[config.mk]
export PLATFORM = sky130hd
export DESIGN_NAME = voice_mixer
export DESIGN_NICKNAME = d
export VERILOG_FILES = /design/src/rtl/synth_pkg.sv /design/src/rtl/mix_saturate.sv /design/src/rtl/voice_mixer.sv
export SDC_FILE = /design/constraint.sdc
export NUM_CORES = 1
export LEC_CHECK = 0
export BUFFER_PORTS_ARGS = -buffer_cell sky130_fd_sc_hd__buf_2
export CELL_PAD_IN_SITES_DETAIL_PLACEMENT = 1
export CELL_PAD_IN_SITES_GLOBAL_PLACEMENT = 1
export CORE_ASPECT_RATIO = 1.1
export CORE_MARGIN = 5
export CORE_UTILIZATION = 30
export DETAILED_ROUTE_END_ITERATION = 10
export GPL_TIMING_DRIVEN = 0
export PLACE_DENSITY_LB_ADDON = 0.1
export SLEW_MARGIN = 20
export SYNTH_ARGS = -nofsm -noshare
export SYNTH_HDL_FRONTEND = slang
export SYNTH_SLANG_ARGS = --single-unit
[constraint.sdc]
create_clock -name Clk -period 28.2 [get_ports Clk]
set_clock_uncertainty 0.15 [all_clocks]
set_input_delay 2.82 -clock Clk [delete_from_list [all_inputs] [get_ports Clk]]
set_output_delay 2.82 -clock Clk [all_outputs]
set_load 0.005 [all_outputs]
[src/rtl/synth_pkg.sv]
// Shared types and width helpers for the audio mixing datapath.
package synth_pkg;

   typedef enum logic [1:0] {
      IDLE,
      ACCUM,
      OUTPUT
   } mixer_state_t;

   // Accumulator width that holds n full-scale products without overflow.
   function automatic int acc_width(input int data_w, input int gain_w, input int n);
      return data_w + gain_w + 1 + $clog2(n);
   endfunction

   function automatic logic signed [63:0] SAT_MAX(input int width);
      return (64'sd1 <<< (width - 1)) - 64'sd1;
   endfunction

   function automatic logic signed [63:0] SAT_MIN(input int width);
      return -(64'sd1 <<< (width - 1));
   endfunction

endpackage

[src/rtl/mix_saturate.sv]
// Drops GAIN_W fractional bits from a signed accumulator (floor) and clamps
// the result to a signed DATA_W sample, flagging when clamping occurred.
module mix_saturate
   import synth_pkg::*;
#(
   parameter int ACC_W  = 36,
   parameter int DATA_W = 16,
   parameter int GAIN_W = 16
) (
   input  logic signed [ACC_W-1:0]  acc,
   output logic signed [DATA_W-1:0] sample,
   output logic                     clip
);

   localparam int SH_W = ACC_W - GAIN_W;
   localparam logic signed [SH_W-1:0] MAX_V = SH_W'(SAT_MAX(DATA_W));
   localparam logic signed [SH_W-1:0] MIN_V = SH_W'(SAT_MIN(DATA_W));

   logic signed [SH_W-1:0] shifted;

   // Taking the upper bits is an arithmetic shift right that rounds toward -inf.
   assign shifted = acc[ACC_W-1:GAIN_W];

   // NOTE: every output gets a default before the if chain, so no path leaves
   // a value unassigned and no latch is inferred.
   always_comb begin
      sample = shifted[DATA_W-1:0];
      clip   = 1'b0;
      if (shifted > MAX_V) begin
         sample = MAX_V[DATA_W-1:0];
         clip   = 1'b1;
      end else if (shifted < MIN_V) begin
         sample = MIN_V[DATA_W-1:0];
         clip   = 1'b1;
      end
   end

endmodule

[src/rtl/voice_mixer.sv]
// Time-multiplexed N-voice mixer: snapshot on strobe, one multiply-accumulate
// per clock, then a floor-shifted, saturated output sample with clip flag.
module voice_mixer
   import synth_pkg::*;
#(
   parameter int N_VOICES = 8,
   parameter int DATA_W   = 16,
   parameter int GAIN_W   = 16
) (
   input  logic                         Clk,
   input  logic                         Reset,
   input  logic                         sample_strobe,
   input  logic [N_VOICES*DATA_W-1:0]   voice_in,
   input  logic [N_VOICES*GAIN_W-1:0]   gain,
   input  logic [N_VOICES-1:0]          mute,
   output logic [DATA_W-1:0]            mix_out,
   output logic                         out_valid,
   output logic                         clip,
   output logic                         busy,
   output logic                         overrun
);

   localparam int ACC_W  = acc_width(DATA_W, GAIN_W, N_VOICES);
   localparam int PROD_W = DATA_W + GAIN_W + 1;
   localparam int IDX_W  = $clog2(N_VOICES);
   localparam logic [IDX_W-1:0] LAST_IDX = IDX_W'(N_VOICES - 1);

   mixer_state_t state_q, state_d;

   logic signed [ACC_W-1:0]      acc_q, acc_d;
   logic [IDX_W-1:0]             idx_q, idx_d;
   logic [N_VOICES*DATA_W-1:0]   voice_q, voice_d;
   logic [N_VOICES*GAIN_W-1:0]   gain_q, gain_d;
   logic [N_VOICES-1:0]          mute_q, mute_d;
   logic signed [DATA_W-1:0]     mix_out_q, mix_out_d;
   logic                         clip_q, clip_d;
   logic                         out_valid_q, out_valid_d;
   logic                         overrun_q, overrun_d;

   logic signed [DATA_W-1:0]     voice_sel;
   logic [GAIN_W-1:0]            gain_sel;
   logic signed [PROD_W-1:0]     voice_ext;
   logic signed [PROD_W-1:0]     gain_ext;
   logic signed [PROD_W-1:0]     product;
   logic signed [DATA_W-1:0]     sat_sample;
   logic                         sat_clip;

   // Single shared multiplier fed from the snapshot by the voice index.
   always_comb begin
      voice_sel = voice_q[idx_q*DATA_W +: DATA_W];
      gain_sel  = gain_q[idx_q*GAIN_W +: GAIN_W];
      voice_ext = PROD_W'(voice_sel);
      gain_ext  = PROD_W'(gain_sel);
      product   = mute_q[idx_q] ? '0 : voice_ext * gain_ext;
   end

   mix_saturate #(
      .ACC_W  (ACC_W),
      .DATA_W (DATA_W),
      .GAIN_W (GAIN_W)
   ) u_mix_saturate (
      .acc    (acc_q),
      .sample (sat_sample),
      .clip   (sat_clip)
   );

   always_comb begin
      state_d     = state_q;
      acc_d       = acc_q;
      idx_d       = idx_q;
      voice_d     = voice_q;
      gain_d      = gain_q;
      mute_d      = mute_q;
      mix_out_d   = mix_out_q;
      clip_d      = clip_q;
      out_valid_d = 1'b0;
      overrun_d   = sample_strobe && (state_q != IDLE);

      case (state_q)
         IDLE: begin
            if (sample_strobe) begin
               voice_d = voice_in;
               gain_d  = gain;
               mute_d  = mute;
               acc_d   = '0;
               idx_d   = '0;
               state_d = ACCUM;
            end
         end
         ACCUM: begin
            acc_d = acc_q + ACC_W'(product);
            idx_d = idx_q + IDX_W'(1);
            if (idx_q == LAST_IDX) begin
               state_d = OUTPUT;
            end
         end
         OUTPUT: begin
            mix_out_d   = sat_sample;
            clip_d      = sat_clip;
            out_valid_d = 1'b1;
            state_d     = IDLE;
         end
         default: begin
            state_d = IDLE;
         end
      endcase
   end

   // NOTE: sequential state uses non-blocking assignments so every flop samples
   // the pre-edge values regardless of statement order.
   always_ff @(posedge Clk) begin
      if (Reset) begin
         state_q     <= IDLE;
         acc_q       <= '0;
         idx_q       <= '0;
         mix_out_q   <= '0;
         clip_q      <= 1'b0;
         out_valid_q <= 1'b0;
         overrun_q   <= 1'b0;
      end else begin
         state_q     <= state_d;
         acc_q       <= acc_d;
         idx_q       <= idx_d;
         mix_out_q   <= mix_out_d;
         clip_q      <= clip_d;
         out_valid_q <= out_valid_d;
         overrun_q   <= overrun_d;
      end
   end

   // NOTE: the snapshot is plain datapath storage; it is always written before
   // being read, so it carries no reset.
   always_ff @(posedge Clk) begin
      voice_q <= voice_d;
      gain_q  <= gain_d;
      mute_q  <= mute_d;
   end

   assign mix_out   = mix_out_q;
   assign clip      = clip_q;
   assign out_valid = out_valid_q;
   assign overrun   = overrun_q;
   assign busy      = (state_q != IDLE);

endmodule
==> results of run 1 <==
worst register-to-register path, delay by kind of cell (launching register included):
family | cells | cell delay (ns)
compound gates | 13 | 3.71
buf+inv | 8 | 2.19
flops | 1 | 0.55
simple gates | 4 | 0.53
mux | 2 | 1.16
xor+xnor | 2 | 0.41
fa+ha+maj | 8 | 3.84
flip-flops by register name (all words and copies together), names as in the netlist:
name,flops
gain_q,128
idx_q,3
out_valid,1
mix_out,16
mute_q,8
clip,1
overrun,1
state_q,2
voice_q,128
acc_q,36
Yosys cell counts, types with 8 or more instances:
cell	count	share of area, %
inv_1	274	4.6
nor3_1	10	0.22
nand4_1	11	0.31
fa_1	195	17
o21ai_0	38	0.84
o21bai_1	8	0.27
nand2b_1	17	0.47
dfxtp_1	60	5.3
nor2b_1	11	0.31
a22o_1	16	0.62
nor2_1	187	3.1
buf_1	14	0.23
a21o_1	25	0.83
clkbuf_1	39	0.65
mux2i_1	27	1.2
xnor2_1	34	1.3
ha_1	159	8.8
mux4_2	66	6.6
and2_1	11	0.31
a21oi_1	97	2.2
xor2_1	23	0.89
a22oi_1	10	0.33
nand2_1	186	3.1
mux2_2	26	1.3
nand3_1	16	0.36
edfxtp_1	264	35
cells by family after synthesis:
logic type      share of synthesized area [%]
simple gates                             8.91
fa+ha+maj                                26.2
buf+inv                                  5.58
flops                                    40.5
compound gates                           7.51
mux                                      9.10
xor+xnor                                 2.22
final cells by class:
class / count / share of cell area (%)
inverters: 275 / 3.91
clock buffers: 52 / 4.01
well taps: 963 / 4.53
multi-input cells: 1263 / 45.8
repair buffers: 289 / 5.64
plain buffers: 58 / 0.855
diodes: 6 / 0.0564
clock inverters: 16 / 0.898
flip-flops and latches: 324 / 34.3
worst paths after layout:
path	to	depth (start not counted)	slack, ns
worst max-delay path	acc_q[35]$_SDFFE_PP0P_	37	15.60
worst min-delay path	mix_out[2]$_SDFFE_PP0P_	2	0.31
worst max register to register	acc_q[35]$_SDFFE_PP0P_	37	15.60
worst min register to register	mix_out[2]$_SDFFE_PP0P_	2	0.31
metrics by stage:
step / hold slack (ns) / cell area, µm² / cells / utilization (%) / setup WS, ns
floorplan: 0.298 / 22500 / 1920 / - / 18.19
global placement: 0.296 / 25200 / 3168 / 33.8 / 14.78
detailed placement: 0.301 / 25300 / 3172 / 33.9 / 15.60
CTS: 0.310 / 26600 / 3240 / 35.7 / 15.51
global route: 0.325 / 26600 / 3242 / 35.7 / 14.87
finish: 0.310 / 26600 / 3246 / 35.7 / 15.60
per-layer routing:
layer	vias to the layer above	routed length, µm
li1	7278	-
met1	7961	30900
met2	259	36500
met3	83	2480
met4	6	1520
met5	-	54
==> impl_metrics.py, run 1 <==
metrics = {
    "setup_path": {
        "cp_common_cell": "fa_1",
        "required_ns": 28.54,
        "cp.arrival_ns": 12.94,
        "endpoint_kind": "flip-flop",
        "worst_r2r_startpoint": "idx_q[1]$_SDFFE_PP0P_",
        "cp_max_fo": 10,
        "worstSetupStartpoint": "idx_q[1]$_SDFFE_PP0P_",
        "crit_family": "adder cells",
        "cp_slowest_cell": "a2111oi_0",
        "critPathLaunchType": "flip-flop",
        "critPathBufInv": 8,
        "slowest_delay_ns": 0.91,
        "crit_type": "flip-flop to flip-flop",
    },
    "global_route": {
        "top_usage_layer": "met2",
        "grt_util_met2_pct": 31.2,
        "grt.total_usage_pct": 17.4,
        "grt_pass1_vias": 17700,
        "grt_max_degree": 114,
        "grt_overflow_total": 0,
        "grt_use_met1_pct": 22.2,
        "use_met3_pct": 2.85,
        "grt_pass1_wl_um": 108000,
        "antenna_found_initial": 9,
    },
    "routing": {
        "drtAntennaViolNets": 0,
        "viasPerCell": 4.80,
        "wl_per_cell_um": 22.0,
        "firstDrtPassIters": 4,
        "vias": 15600,
        "drtIter0Drc": 618,
        "drc": 0,
        "wl_um": 71400,
    },
    "place": {
        "dp_hpwl_um": 58700,
        "place_congestion": 0.823,
        "io_buffer_count": 285,
    },
    "timing": {
        "rsz0062_at_grt": "no",
        "hold_viol_final": 0,
        "finalCriticalPeriod_ns": 12.60,
        "tightest_slew_ns": 1.18,
        "fin_tns_setup_ns": 0,
        "setup_violations": 0,
        "slew_headroom_pct": 19.4,
        "maxSlewViolCount": 0,
        "timing.fmax_mhz": 79.4,
        "period_share_pct": 44.7,
    },
    "hold_path": {
        "hp-start": "mix_out[2]$_SDFFE_PP0P_",
        "hold_class": "flip-flop to flip-flop",
    },
    "synth": {
        "yosysSeqAreaShare_pct": 40.5,
        "synth_edf_count": 264,
        "yosysUniqueCellTypes": 65,
        "syn_inst": 1920,
        "async_reset_ff_share_pct": 0,
        "avgSynthCellArea_um2": 11.7,
        "ys_seq_elements": 324,
        "synth_area_um2": 22500,
        "synth_nets": 2541,
        "ys_warn_count": 0,
        "synth-main-ff-cell": "edfxtp_1",
    },
    "cts": {
        "postCtsSetupRepairBufs": 0,
        "htree_levels": 2,
        "clk_path_buf_depth": 3,
        "cts_tree": "done",
        "root_buffer": "clkbuf_16",
        "cts_buffers": 39,
        "clk_pin_slew_worst_paths_ns": 0.06,
        "cts_hold_buf": 0,
        "clk_latency_ns": 0.57,
        "clock_sinks": 324,
        "cts-resized-gates": 0,
    },
    "run": {
        "drv_cap": 0,
    },
    "finish": {
        "nets": 2871,
        "num-fill-cells": 8132,
        "final_common_cell": "buf_2",
        "ff_latch_area_um2": 9130,
        "area_delta_synth_final_pct": 18.2,
        "drive_above_1_share_pct": 20.7,
        "layout_common_cells": "buf_2, inv_1, edfxtp_1",
        "multi_input_area_um2": 12200,
    },
    "floorplan": {
        "io_pins": 287,
        "core-area_um2": 74500,
        "die_area_um2": 80700,
        "rows": 105,
        "start_util_pct": 30.2,
        "fp.dieW_um": 271,
        "die_y_um": 297,
    },
    "status": {
        "status": "finished clean",
    },
}
Power of run 1 is left out: the tool's default activity adds up to more than one toggle a clock period on the data nets, which glitch-free logic cannot reach.
==> inputs of run 2 (changes only) <==
--- a/config.mk
+++ b/config.mk
@@ -5,6 +5,7 @@
 export SDC_FILE = /design/constraint.sdc
 export NUM_CORES = 1
 export LEC_CHECK = 0
+export ABC_AREA = 1
 export BUFFER_PORTS_ARGS = -buffer_cell sky130_fd_sc_hd__buf_2
 export CELL_PAD_IN_SITES_DETAIL_PLACEMENT = 1
 export CELL_PAD_IN_SITES_GLOBAL_PLACEMENT = 1
==> constraint.sdc (replaced) <==
create_clock -name Clk -period 11.2 [get_ports Clk]
set_clock_uncertainty 0.15 [all_clocks]
set_input_delay 1.12 -clock Clk [delete_from_list [all_inputs] [get_ports Clk]]
set_output_delay 1.12 -clock Clk [all_outputs]
set_load 0.005 [all_outputs]
==> run 2 against run 1 <==
  * Core utilization hardly changed
  * Design area is 4.3% higher
  * Sequential share of layout area is 1.4 points lower
  * Die area is 4.4% higher
  * Wire length is 18% higher
  * Worst setup slack worse by 14 ns
  * Area after synthesis is 4.6% higher
==> impl_metrics.py, run 2 <==
metrics = {
    "setup_path": {
        "cp.arrival_ns": 10.21,
        "crit_type": "flip-flop to flip-flop",
        "cp_slowest_cell": "fa_1",
        "critPathLaunchType": "flip-flop",
        "endpoint_kind": "flip-flop",
        "slowest_delay_ns": 0.55,
        "cp_max_fo": 10,
        "required_ns": 11.49,
        "critPathBufInv": 8,
        "crit_family": "adder cells",
    },
    "global_route": {
        "grt.total_usage_pct": 19.7,
        "antenna_found_initial": 12,
        "grt_pass1_vias": 21300,
        "grt_pass1_wl_um": 128000,
        "grt_overflow_total": 0,
        "grt_max_degree": 30,
    },
    "timing": {
        "rsz0062_at_grt": "no",
        "finalCriticalPeriod_ns": 9.92,
        "holdWs_ns": 0.321,
        "tightest_slew_ns": 0.996,
        "maxSlewViolCount": 0,
        "slew_headroom_pct": 33.4,
        "finalWorstSetupSlack_ns": 1.28,
        "hold_viol_final": 0,
        "setup_violations": 0,
        "period_share_pct": 88.6,
        "timing.fmax_mhz": 101,
    },
    "synth": {
        "yosysSeqAreaShare_pct": 38.7,
        "synth.area.mux_share_pct": 0.0425,
        "synth-main-ff-cell": "edfxtp_1",
        "yosys.area_share.simple_pct": 15.2,
        "netlist.area_leader.share_pct": 33.6,
        "synth.area.top_cells": "edfxtp_1, fa_1, ha_1",
        "synth_area_um2": 23600,
        "yosysMostFrequentCell": "nor2_1",
        "synth_edf_count": 264,
        "yosysUniqueCellTypes": 48,
        "ys_seq_elements": 324,
        "synth_largest_area_cell": "edfxtp_1",
        "synth-compound-area-share_pct": 11.9,
        "synth_top_family_by_area": "adder cells",
        "synth_xor_area_share_pct": 0.706,
        "syn_inst": 2542,
        "synth_nets": 3163,
        "synth_common_cells": "nor2_1, nand2_1, inv_1, edfxtp_1, fa_1",
        "synthAdderAreaFrac_pct": 25.0,
        "avgSynthCellArea_um2": 9.27,
        "async_reset_ff_share_pct": 0,
        "ys_warn_count": 0,
    },
    "cts": {
        "postCtsSetupRepairBufs": 0,
        "cts-resized-gates": 0,
        "clk_path_buf_depth": 3,
        "htree_levels": 2,
        "cts_tree": "done",
        "clk_latency_ns": 0.59,
        "cts_buffers": 39,
        "clock_sinks": 324,
        "clk_pin_slew_worst_paths_ns": 0.06,
        "root_buffer": "clkbuf_16",
        "cts_hold_buf": 0,
    },
    "hold_path": {
        "hold_class": "flip-flop to flip-flop",
    },
    "status": {
        "status": "finished clean",
    },
    "place": {
        "pre_cts_ws_ns": 1.22,
        "place_inst": 3873,
        "dpl_cell_area_um2": 26500,
        "dp_hpwl_um": 69600,
        "io_buffer_count": 285,
        "place_congestion": 0.861,
    },
    "floorplan": {
        "die_y_um": 304,
        "start_util_pct": 30.3,
        "io_pins": 287,
        "fp.dieW_um": 277,
        "core-area_um2": 77600,
        "rows": 107,
        "die_area_um2": 84200,
    },
    "routing": {
        "drtIter0Drc": 808,
        "wl_per_cell_um": 21.4,
        "vias": 18900,
        "drtAntennaViolNets": 0,
        "viasPerCell": 4.78,
        "wl_um": 84500,
        "firstDrtPassIters": 5,
        "drc": 0,
    },
    "finish": {
        "drive_above_1_share_pct": 16.3,
        "area_delta_synth_final_pct": 17.9,
        "layout_common_cells": "nor2_1, nand2_1, inv_1",
        "ff_latch_area_um2": 9130,
        "final_common_cell": "nor2_1",
        "num-fill-cells": 9112,
        "reg_top3": "gain_q x128, voice_q x128, acc_q x36",
        "stdcell_area_um2": 27800,
        "nets": 3500,
        "instances_no_fill": 3951,
        "multi_input_area_um2": 12500,
    },
    "run": {
        "drv_cap": 0,
    },
}
[run 2: path summary, 6_finish.rpt]
path	from	end	slack, ns	depth (start not counted)
worst min-delay path	mix_out[11]$_SDFFE_PP0P_	mix_out[11]$_SDFFE_PP0P_	0.32	2
worst max register to register	idx_q[1]$_SDFFE_PP0P_	acc_q[34]$_SDFFE_PP0P_	1.28	39
worst min register to register	mix_out[11]$_SDFFE_PP0P_	mix_out[11]$_SDFFE_PP0P_	0.32	2
worst max-delay path	idx_q[1]$_SDFFE_PP0P_	acc_q[34]$_SDFFE_PP0P_	1.28	39
[run 2: worst min-delay path, stage by stage, from the launching register on]
cell	delay [ns]
dfxtp_1	0.31
nand2_1	0.06
a21oi_1	0.05
[run 2: metrics by stage]
| step | TNS, ns | util, % |
|---|---|---|
| global placement | -129.90 | 33.9 |
| floorplan | 0 | - |
| CTS | 0 | 35.7 |
| detailed placement | 0 | 34.2 |
| global route | 0 | 35.8 |
| finish | 0 | 35.8 |
[run 2: kinds of logic after synthesis]
family,count (synthesis)
simple gates,915
buf+inv,481
compound gates,448
fa+ha+maj,354
flops,324
xor+xnor,19
mux,1
[run 2: layer usage]
metal	vias up	global-route usage, %	wire length [µm]
li1	8998	-	-
met1	9376	25.1	36700
met2	394	35.1	42000
met3	118	2.75	3420
met4	8	5.44	2310
met5	-	0	55
[run 2: final cells by class]
class | instances | area share (%)
Inverter | 397 | 5.38
Multi-Input combinational cell | 1737 | 44.9
Clock inverter | 23 | 0.743
Sequential cell | 324 | 32.9
Buffer | 84 | 1.71
Clock buffer | 48 | 3.71
Antenna cell | 7 | 0.0631
Tap cell | 1035 | 4.66
Timing Repair Buffer | 296 | 5.96
Power of run 2 is left out for the same reason.
